--- src/rtl/hc_pkg.sv ---
// Shared types and constants for the keystream XOR stream block.
package hc_pkg;

  localparam int unsigned HC_WORD_W    = 32;
  localparam int unsigned HC_DEPTH_MIN = 2;
  localparam int unsigned HC_DEPTH_MAX = 16;

  typedef enum logic [1:0] {
    IDLE = 2'd0,
    REQ  = 2'd1,
    WAIT = 2'd2
  } hc_state_e;

  // DEPTH must be a power of two inside the supported range.
  function automatic bit hc_depth_legal(input int unsigned depth);
    return (depth >= HC_DEPTH_MIN) && (depth <= HC_DEPTH_MAX) &&
           ((depth & (depth - 1)) == 0);
  endfunction

endpackage

--- src/rtl/hc_ks_fifo.sv ---
// Keystream word FIFO: power-of-two depth, pointers wrap naturally,
// synchronous clear has priority over push and pop.
module hc_ks_fifo
  import hc_pkg::*;
#(
  parameter int unsigned DEPTH = 4
) (
  input  logic                     clk,
  input  logic                     reset_n,
  input  logic                     clear,
  input  logic                     push,
  input  logic [HC_WORD_W-1:0]     wdata,
  input  logic                     pop,
  output logic [HC_WORD_W-1:0]     head,
  output logic [$clog2(DEPTH):0]   fill
);

  localparam int unsigned PTR_W  = $clog2(DEPTH);
  localparam int unsigned FILL_W = PTR_W + 1;

  logic [HC_WORD_W-1:0] mem [DEPTH];
  logic [PTR_W-1:0]     wr_ptr;
  logic [PTR_W-1:0]     rd_ptr;

  assign head = mem[rd_ptr];

  // Storage carries no reset; only occupied slots are ever read.
  always_ff @(posedge clk) begin
    if (push && !clear) begin
      mem[wr_ptr] <= wdata;
    end
  end

  always_ff @(posedge clk or negedge reset_n) begin
    if (!reset_n) begin
      wr_ptr <= '0;
      rd_ptr <= '0;
      fill   <= '0;
    end else if (clear) begin
      wr_ptr <= '0;
      rd_ptr <= '0;
      fill   <= '0;
    end else begin
      if (push) begin
        wr_ptr <= wr_ptr + PTR_W'(1);
      end
      if (pop) begin
        rd_ptr <= rd_ptr + PTR_W'(1);
      end
      case ({push, pop})
        2'b10:   fill <= fill + FILL_W'(1);
        2'b01:   fill <= fill - FILL_W'(1);
        default: fill <= fill;
      endcase
    end
  end

endmodule

--- src/rtl/hc_stream_xor.sv ---
// Stream cipher XOR stage: prefetches keystream words into a FIFO and XORs
// them onto the data stream. HC_STREAM_XOR_WORD_CTR_EN adds a 64-bit output word counter.
module hc_stream_xor
  import hc_pkg::*;
#(
  parameter int unsigned DEPTH = 4
) (
  input  logic                   clk,
  input  logic                   reset_n,
  input  logic                   enable,
  input  logic                   flush,
  output logic                   ks_next,
  input  logic [HC_WORD_W-1:0]   ks_word,
  input  logic                   ks_valid,
  input  logic [HC_WORD_W-1:0]   din,
  input  logic                   din_valid,
  output logic                   din_ready,
  output logic [HC_WORD_W-1:0]   dout,
  output logic                   dout_valid,
  input  logic                   dout_ready,
  output logic [$clog2(DEPTH):0] fill
`ifdef HC_STREAM_XOR_WORD_CTR_EN
  ,
  output logic [63:0]            word_ctr
`endif
);

  localparam int unsigned FILL_W = $clog2(DEPTH) + 1;
  localparam int unsigned SUM_W  = FILL_W + 1;

  if (!hc_depth_legal(DEPTH)) begin : g_bad_depth
    $error("hc_stream_xor: DEPTH must be a power of two in [2,16]");
  end

  hc_state_e            state;
  logic                 discard;
  logic                 pending;
  logic                 room;
  logic                 push;
  logic                 accept;
  logic [HC_WORD_W-1:0] head;

  // A live request already owns a FIFO slot; a discarded one does not.
  assign pending = (state != IDLE) && !discard;
  assign room    = (SUM_W'(fill) + SUM_W'(pending)) < SUM_W'(DEPTH);

  assign push      = (state == WAIT) && ks_valid && !discard && !flush;
  assign din_ready = (fill != '0) && (!dout_valid || dout_ready) && !flush;
  assign accept    = din_valid && din_ready;

  hc_ks_fifo #(
    .DEPTH (DEPTH)
  ) u_fifo (
    .clk     (clk),
    .reset_n (reset_n),
    .clear   (flush),
    .push    (push),
    .wdata   (ks_word),
    .pop     (accept),
    .head    (head),
    .fill    (fill)
  );

  // Prefetch FSM; ks_next is high exactly while in REQ.
  always_ff @(posedge clk or negedge reset_n) begin
    if (!reset_n) begin
      state   <= IDLE;
      ks_next <= 1'b0;
      discard <= 1'b0;
    end else begin
      ks_next <= 1'b0;
      case (state)
        IDLE: begin
          if (enable && !flush && room) begin
            state   <= REQ;
            ks_next <= 1'b1;
          end
        end
        REQ: begin
          state <= WAIT;
          if (flush) begin
            discard <= 1'b1;
          end
        end
        WAIT: begin
          if (ks_valid) begin
            state   <= IDLE;
            discard <= 1'b0;
          end else if (flush) begin
            discard <= 1'b1;
          end
        end
        default: begin
          state <= IDLE;
        end
      endcase
    end
  end

  // Output register: holds under backpressure, flush wins over a handshake.
  always_ff @(posedge clk or negedge reset_n) begin
    if (!reset_n) begin
      dout       <= '0;
      dout_valid <= 1'b0;
    end else if (flush) begin
      dout_valid <= 1'b0;
    end else if (accept) begin
      dout       <= din ^ head;
      dout_valid <= 1'b1;
    end else if (dout_ready) begin
      dout_valid <= 1'b0;
    end
  end

`ifdef HC_STREAM_XOR_WORD_CTR_EN
  always_ff @(posedge clk or negedge reset_n) begin
    if (!reset_n) begin
      word_ctr <= '0;
    end else if (flush) begin
      word_ctr <= '0;
    end else if (dout_valid && dout_ready) begin
      word_ctr <= word_ctr + 64'd1;
    end
  end
`endif

endmodule

--- config.mk ---
export PLATFORM = sky130hd
export DESIGN_NAME = hc_stream_xor
export DESIGN_NICKNAME = d
export VERILOG_FILES = /design/src/rtl/hc_pkg.sv /design/src/rtl/hc_ks_fifo.sv /design/src/rtl/hc_stream_xor.sv
export SDC_FILE = /design/constraint.sdc
export NUM_CORES = 1
export LEC_CHECK = 0
export ABC_AREA = 1
export CORE_ASPECT_RATIO = 0.75
export CORE_UTILIZATION = 40
export DETAILED_ROUTE_END_ITERATION = 10
export DONT_BUFFER_PORTS = 1
export GPL_TIMING_DRIVEN = 0
export PLACE_DENSITY = 0.66
export SLEW_MARGIN = 20
export SYNTH_ARGS = -nofsm -noshare
export SYNTH_HDL_FRONTEND = slang
export SYNTH_HIERARCHICAL = 1
export SYNTH_SLANG_ARGS = --single-unit
--- constraint.sdc ---
create_clock -name clk -period 2.8 [get_ports clk]
set_input_delay 0.14 -clock clk [delete_from_list [all_inputs] [get_ports clk]]
set_output_delay 0.14 -clock clk [all_outputs]
set_load 0.005 [all_outputs]
==> results.md, run 1 <==
* Worst-path clk slew at roughly 0.070 ns
* Post-Synthesis Cells at just over 700
* CTS sink cnt at ~170
* Top layer in use: met4
* Max clock buf depth at 2
* YS warnings at 6
* Via density at 4.875
* Num rows at 42
* Crit path kind: reg -> reg
* Drt first-iter violations at approximately 450
* Filler cell count in the final layout at 1576
* RSZ-0062 raised after global routing: false
* Top cell type by total area after synthesis: edfxtp_1
* Most used DFF post-synth: edfxtp_1
* # nets final at between 800 and 900
* Remaining global-route overflow at 0
* Largest net degree at the start of global routing at 45
* Vias in the first global route at about 5200
* Die area at between 15000 and 20000 sq um
* DR pass1 iterations at 5
* Critical-path maximum fanout at 10
* Multi-input gate area at between 1500 and 2000 sq um
* Share of cells above drive strength 1 at under 10%
* First-pass GRT wire length at about 28000 um
* Die span in x at 159.0 um
* Total Wirelength at approximately 18000 um
* Number of remaining DRC errors at 0
* Area share of the largest cell type after synthesis at between 50% and 60%
* Initial antenna violation count at 1
* Status: complete, no violations
* Final Hold Viols at 0
* Synthesis-to-finish area growth at 24.85%
* Worst Path Arrival at approximately 2.9 ns
* Power per Cell Area at roughly 630 nW/um^2
* Sequential area share after synthesis at 66.85%
* Non-Filler Instances at 1063
* CTS root buf: clkbuf_16
* Initial core utilization at 41.40%
* Async SR Flop Fraction at approximately 26%
* Tightest Hold Check Type: in -> reg
* Fin. max-slew vios at 0
* Maximum vdd drop at 336.0 uV
* Max_cap viols at 0
* Count of different cell masters after synthesis at 23
* Gpl congestion at 0.7797
* Fmax at roughly 0.39 GHz
* Placed insts at around 960
* CTS tree: done
* Met2 routed WL at between 7000 and 8000 um
* Slew margin rel. at a little over half
* Number of synthesized flops with an enable pin at ~130
* FF/Latch Area at 4945 sq um
* #FFs+latches synth at 172
* Type of origin of the critical path: flip-flop
* Fin Clk Skew at 0.01092 ns
* Met3 routed WL at about 1300 um
* Crit share post-route at slightly above 90%
* Total Power at a little under 6 mW
* H-tree depth at 4
* Total GRT Usage at between 15 and 20%
* Final Critical Period at 2.544 ns
* Mapped Nets at just under 800
* Actual slew at the worst max-slew pin at approximately 0.7 ns
* PortBufs at 0
* HPWL after detailed placement at roughly 12000 um
* Final setup violation count at 0
* I/O pin count at 109
* Total core area at 17870 sq um
* P_leak at a little under 4 nW
* CTS Buf Count at 17
* Via count at 5182
* WL per Instance at ~17 um
* Commonest cells post-synth: nand2_1 (188), edfxtp_1 (128), inv_1 (86)
* Setup tns final at 0 ns
* Dominant cell by count in the synthesized netlist: nand2_1
* Die span in y at 119.8 um
* Synth Cell Area at about 7400 sq um
* Avg Synthesized Cell Area at approximately 10 sq um
* Worst skew pair latency at between 0.4 and 0.5 ns
* Setup crit end kind: flip-flop
* Largest cells by area after synthesis: edfxtp_1 (52%), dfrtp_1 (15%), nand2_1 (9.5%)
* Met1 Wirelength at roughly 8200 um
* Crit path required time at ~3.2 ns
* Routed Antenna Nets at 0
==> routing by layer <==
layer / vias to the layer above / track usage, %
met3: 8 / 7.466
li1: 2580 / -
met5: - / 0
met2: 154 / 30.43
met1: 2440 / 26.36
met4: 0 / 4.808
==> flip-flops by register name, indices dropped and copies added, names as in the netlist <==
| register | flops |
|---|---|
| ks_next | 1 |
| dout | 32 |
| state | 2 |
| u_fifo/mem | 128 |
| dout_valid | 1 |
| u_fifo/wr_ptr | 2 |
| discard | 1 |
| u_fifo/rd_ptr | 2 |
| u_fifo/fill | 3 |
==> through the flow <==
step                cell area, sq um  worst slack [ns]  util [%]  hold slack (ns)
floorplan                       7397           -0.2209         -          -0.1556
global placement                7700            -1.600     43.10          -0.1547
detailed placement              7840          -0.09667     43.88          -0.1545
CTS                             9208           0.01630     51.53          0.01281
global route                    9235           0.01571     51.69          0.03208
finish                          9235            0.2561     51.69          0.02037
==> layout by cell type, fill, tap and decap left out <==
master,instances
nand2_1,187
edfxtp_1,128
inv_1,86
nor2_1,68
dlygate4sd3_1,68
o21ai_0,47
dfrtp_1,44
nand4_1,35
o22ai_1,32
o21ai_1,20
clkbuf_16,17
buf_2,16
clkbuf_1,10
ha_1,7
buf_6,6
nand3_1,5
inv_6,5
buf_16,5
buf_4,5
a21oi_1,4
nor2_4,4
bufinv_16,3
clkinv_1,3
clkinvlp_4,2
inv_2,2
buf_12,2
diode_2,1
a21oi_4,1
nand2_2,1
nand3_4,1
nor3_1,1
o21bai_1,1
clkinv_2,1
clkbuf_8,1
o31ai_1,1
fa_1,1
==> power by group <==
| part | switching (mW) | leakage (nW) | internal, mW | total [mW] |
|---|---|---|---|---|
| logic | 0.245 | 1.91 | 0.182 | 0.428 |
| clock network | 0.995 | 0.291 | 1.43 | 2.43 |
| registers | 0.107 | 1.75 | 2.88 | 2.98 |
| total | 1.35 | 3.95 | 4.49 | 5.84 |
==> path summary, 6_finish.rpt <==
check,startpoint,to,slack (ns),depth (start not counted)
min reg2reg,dout[20],dout[20],0.50,2
max in group asynchronous,reset_n,dout[6],2.34,2
min,din[31],dout[31],0.02,5
min in group asynchronous,reset_n,dout[13],0.23,2
max,u_fifo/fill[0],u_fifo/fill[2],0.26,15
max reg2reg,u_fifo/fill[0],u_fifo/fill[2],0.26,15
==> logic make-up after synthesis <==
group / after synthesis / share of synthesized area [%]
and+or+nand+nor: 302 / 16.69
adders and majority gates: 8 / 1.455
DFF: 172 / 66.85
AOI/OAI and AO/OA: 106 / 7.933
buffers and inverters: 121 / 7.070
==> repair_timing <==
action | CTS | global route
hold buffers | 69 | 0
setup buffers | 4 | 2
setup endpoints to repair | 52 | 22
resized for setup | 0 | 2
pin swaps | 3 | 1
hold endpoints to repair | 212 | 0
==> worst max-delay path, cell delays in order (launching register included) <==
cell	delay (ns)
dfrtp_1	0.46
nor2_1	0.15
nand2_2	0.17
nand3_4	0.19
buf_2	0.24
inv_1	0.15
inv_1	0.19
nor2_1	0.10
fa_1	0.41
inv_1	0.07
nand2_1	0.06
nand2_1	0.08
nand2_1	0.05
nand2_1	0.06
nand2_1	0.05
nand2_1	0.06
==> cell type report <==
| cell class | count | area share [%] |
|---|---|---|
| Buffer | 33 | 2.086 |
| Tap cell | 242 | 3.279 |
| Multi-Input combinational cell | 416 | 21.33 |
| Antenna cell | 1 | 0.02710 |
| Clock inverter | 14 | 1.788 |
| Inverter | 88 | 3.577 |
| Timing Repair Buffer | 79 | 9.619 |
| Clock buffer | 18 | 4.755 |
| Sequential cell | 172 | 53.54 |
No activity file was read; power rests on OpenSTA's default activity.
==> run 2: changes to the inputs <==
--- a/config.mk
+++ b/config.mk
@@ -7,6 +7,7 @@
 export LEC_CHECK = 0
 export ABC_AREA = 1
 export CORE_ASPECT_RATIO = 0.75
+export CORE_MARGIN = 2
 export CORE_UTILIZATION = 40
 export DETAILED_ROUTE_END_ITERATION = 10
 export DONT_BUFFER_PORTS = 1
==> constraint.sdc (replaced) <==
create_clock -name clk -period 2.25 [get_ports clk]
set_input_delay 0.1125 -clock clk [delete_from_list [all_inputs] [get_ports clk]]
set_output_delay 0.1125 -clock clk [all_outputs]
set_load 0.005 [all_outputs]
==> results.md, run 2 (synthesized netlist as in run 1, its figures left out) <==
* Status: complete, no violations
* Combinational power share at 7.1% (-0.2 points)
* I/O pin count at 109 (unchanged)
* Max_cap viols at 0 (unchanged)
* Int Power at 5.769 mW (+28%)
* Via count at 5267 (+1.6%)
* RSZ-0062 raised after global routing: false
* CTS sink cnt at 172 (unchanged)
* Worst r2r src: state[0]
* Maximum vdd drop at 395.9 uV (+18%)
* Share of cells above drive strength 1 at 8.924% (+0.14 points)
* Most frequent cells in the layout: nand2_1 (186), edfxtp_1 (128), inv_1 (86)
* Setup slack after layout at 0.1821 ns (-0.07393 ns)
* PortBufs at 0 (unchanged)
* Biggest regs: u_fifo/mem: 128 flops, dout: 32 flops, u_fifo/fill: 3 flops
* DR pass1 iterations at 5 (unchanged)
* CTS Buf Count at 17 (unchanged)
* Top reg by flops: u_fifo/mem
* Reg2reg setup slack at 0.18 ns (-0.07 ns)
* Hold Path Cell Cnt at 5 (unchanged)
* Die span in x at 161.0 um (+1.3%)
* Slowest cell on the critical path: dfrtp_1
* Sw Ratio at 22.01% (-1.1 points)
* Via density at 4.941 (+1.4%)
* Synthesis-to-finish area growth at 24.95% (about the same)
* Initial core utilization at 40.44% (-0.96 points)
* Crit share post-route at 91.90% (+1.1 points)
* Type of origin of the critical path: flip-flop
* H-tree depth at 4 (unchanged)
* Slew margin rel. at 60.40% (+6.4 points)
* Num rows at 43 (+2.4%)
* WP buf/inv at 2 (-2)
* Seq pwr share at 50.4% (-0.7 points)
* Actual slew at the worst max-slew pin at 0.5939 ns (-0.09052 ns)
* Fin. max-slew vios at 0 (unchanged)
* Vias in the first global route at 5226 (+0.31%)
* Tightest Hold Check Type: in -> reg
* Crit path kind: reg -> reg
* Psw at 1.628 mW (+21%)
* Worst hold endpoint: dout[28]
* Gpl congestion at 0.7673 (-1.6%)
* Drt first-iter violations at 515 (+15%)
* CTS tree: done
* Hold WS at 0.01031 ns (-0.01006 ns)
* Total GRT Usage at 19.64% (-0.12 points)
* Setup crit end kind: flip-flop
* Die span in y at 121.8 um (+1.7%)
* Max reg flops at 128 (unchanged)
* Total core area at 18290 sq um (+2.4%)
* DP Worst Slack at -0.6055 ns (-0.5089 ns)
* R2r endpoint: u_fifo/mem[3][12]
* P_leak at 3.952 nW (about the same)
* Worst skew pair latency at 0.42 ns (about the same)
* Die area at 19610 sq um (+2.9%)
* Routed Antenna Nets at 0 (unchanged)
* Clock share of power at 42.5% (+0.9 points)
* Final setup violation count at 0 (unchanged)
* Fin Clk Skew at 0.007852 ns (-0.003070 ns)
* Final Hold Viols at 0 (unchanged)
* Final Critical Period at 2.068 ns (-0.4761 ns)
* Worst reg2reg path depth at 7 (-8)
* Number of remaining DRC errors at 0 (unchanged)
* Total Power at 7.397 mW (+27%)
* Most common cell after layout, fill and taps aside: nand2_1
* Placed insts at 960 (+0.52%)
* Worst-path clk slew at 0.06 ns (about the same)
* Worst Path Arrival at 2.19 ns (-0.72 ns)
* Crit path required time at 2.38 ns (-0.79 ns)
* Crit-path max cell delay at 0.40 ns (-0.06 ns)
* Fmax at 0.4836 GHz (+23%)
* HPWL after detailed placement at 12200 um (+5.5%)
* Power per Cell Area at 800.3 nW/um^2 (+27%)
* WL per Instance at 17.31 um (+4.4%)
* Remaining global-route overflow at 0 (unchanged)
* Critical-path maximum fanout at 20 (+10)
* # nets final at 884 (-0.23%)
* Max clock buf depth at 2 (unchanged)
* Final core occ at 50.53% (-1.2 points)
* Non-Filler Instances at 1066 (+0.28%)
* Cells along the critical path: inv_1 -> ha_1 -> nand2_1 -> nor3_4 -> nand2_2 -> nor2_4 -> buf_12
* First-pass GRT wire length at 28620 um (+1.6%)
* CTS root buf: clkbuf_16
* Largest net degree at the start of global routing at 45 (unchanged)
* Initial antenna violation count at 2 (+1)
* Total Wirelength at 18460 um (+4.7%)
* CP delay by family, top: simple AND/OR/NAND/NOR gates
* Hold Startpoint: din[28]
-- run 2: worst max-delay path by stage --
stage                              start           endpoint  slack (ns)  cells past startpoint
after floorplan                 state[0]   u_fifo/mem[0][0]       -0.30                      6
after global placement          state[0]  u_fifo/mem[3][14]       -1.34                      6
after detailed placement        state[0]  u_fifo/mem[1][16]       -0.61                      7
after CTS                       state[0]  u_fifo/mem[1][10]        0.07                      6
after global routing      u_fifo/fill[0]     u_fifo/fill[2]        0.03                     13
final                           state[0]  u_fifo/mem[3][12]        0.18                      7
-- run 2: layout make-up --
type / count / area [sq um]
antenna: 1 / 2.502
clock buffer: 20 / 436.7
sequential: 172 / 4945
fill: 1643 / 9050
inverter: 88 / 330.3
clock inverter: 12 / 193.9
timing repair buffer: 77 / 843.3
buffer: 32 / 187.7
multi-input combinational: 417 / 1994
tap: 247 / 309.0
-- run 2: power groups by stage --
stage | combinational [mW] | sequential, mW | clock (mW)
floorplan | 0.300 | 3.74 | 0
global placement | 0.356 | 3.79 | 0
detailed placement | 0.374 | 3.79 | 0
CTS | 0.526 | 3.73 | 3.17
global route | 0.611 | 3.75 | 3.32
finish | 0.527 | 3.73 | 3.14
-- run 2: stage by stage --
stage          instance area (sq um)  TNS, ns
2_1_floorplan                   7407   -38.78
3_3_place_gp                    7716  -162.05
3_5_place_dp                    7826   -55.50
4_1_cts                         9231        0
5_1_grt                         9243        0
6_report                        9243        0
-- run 2: what timing repair did --
item,4_1_cts,5_1_grt
endpoints found under the hold margin,213,0
gates cloned,1,0
pin swaps,5,0
setup buffers,8,0
hold buffers,65,0
setup endpoints to repair,130,126
resized for setup,4,2
-- run 2: routing by layer --
layer,vias up,global-route usage [%],part of all wire [%]
met2,160,29.75,44
met1,2510,27.51,47
li1,2581,-,-
met5,-,0,0.060
met3,14,6.708,8.0
met4,2,4.464,0.83
-- run 2: worst min-delay path, stage by stage --
cell     delay (ns)
inv_1          0.02
nand2_1        0.04
nand2_1        0.08
nand4_1        0.09
nand2_1        0.05
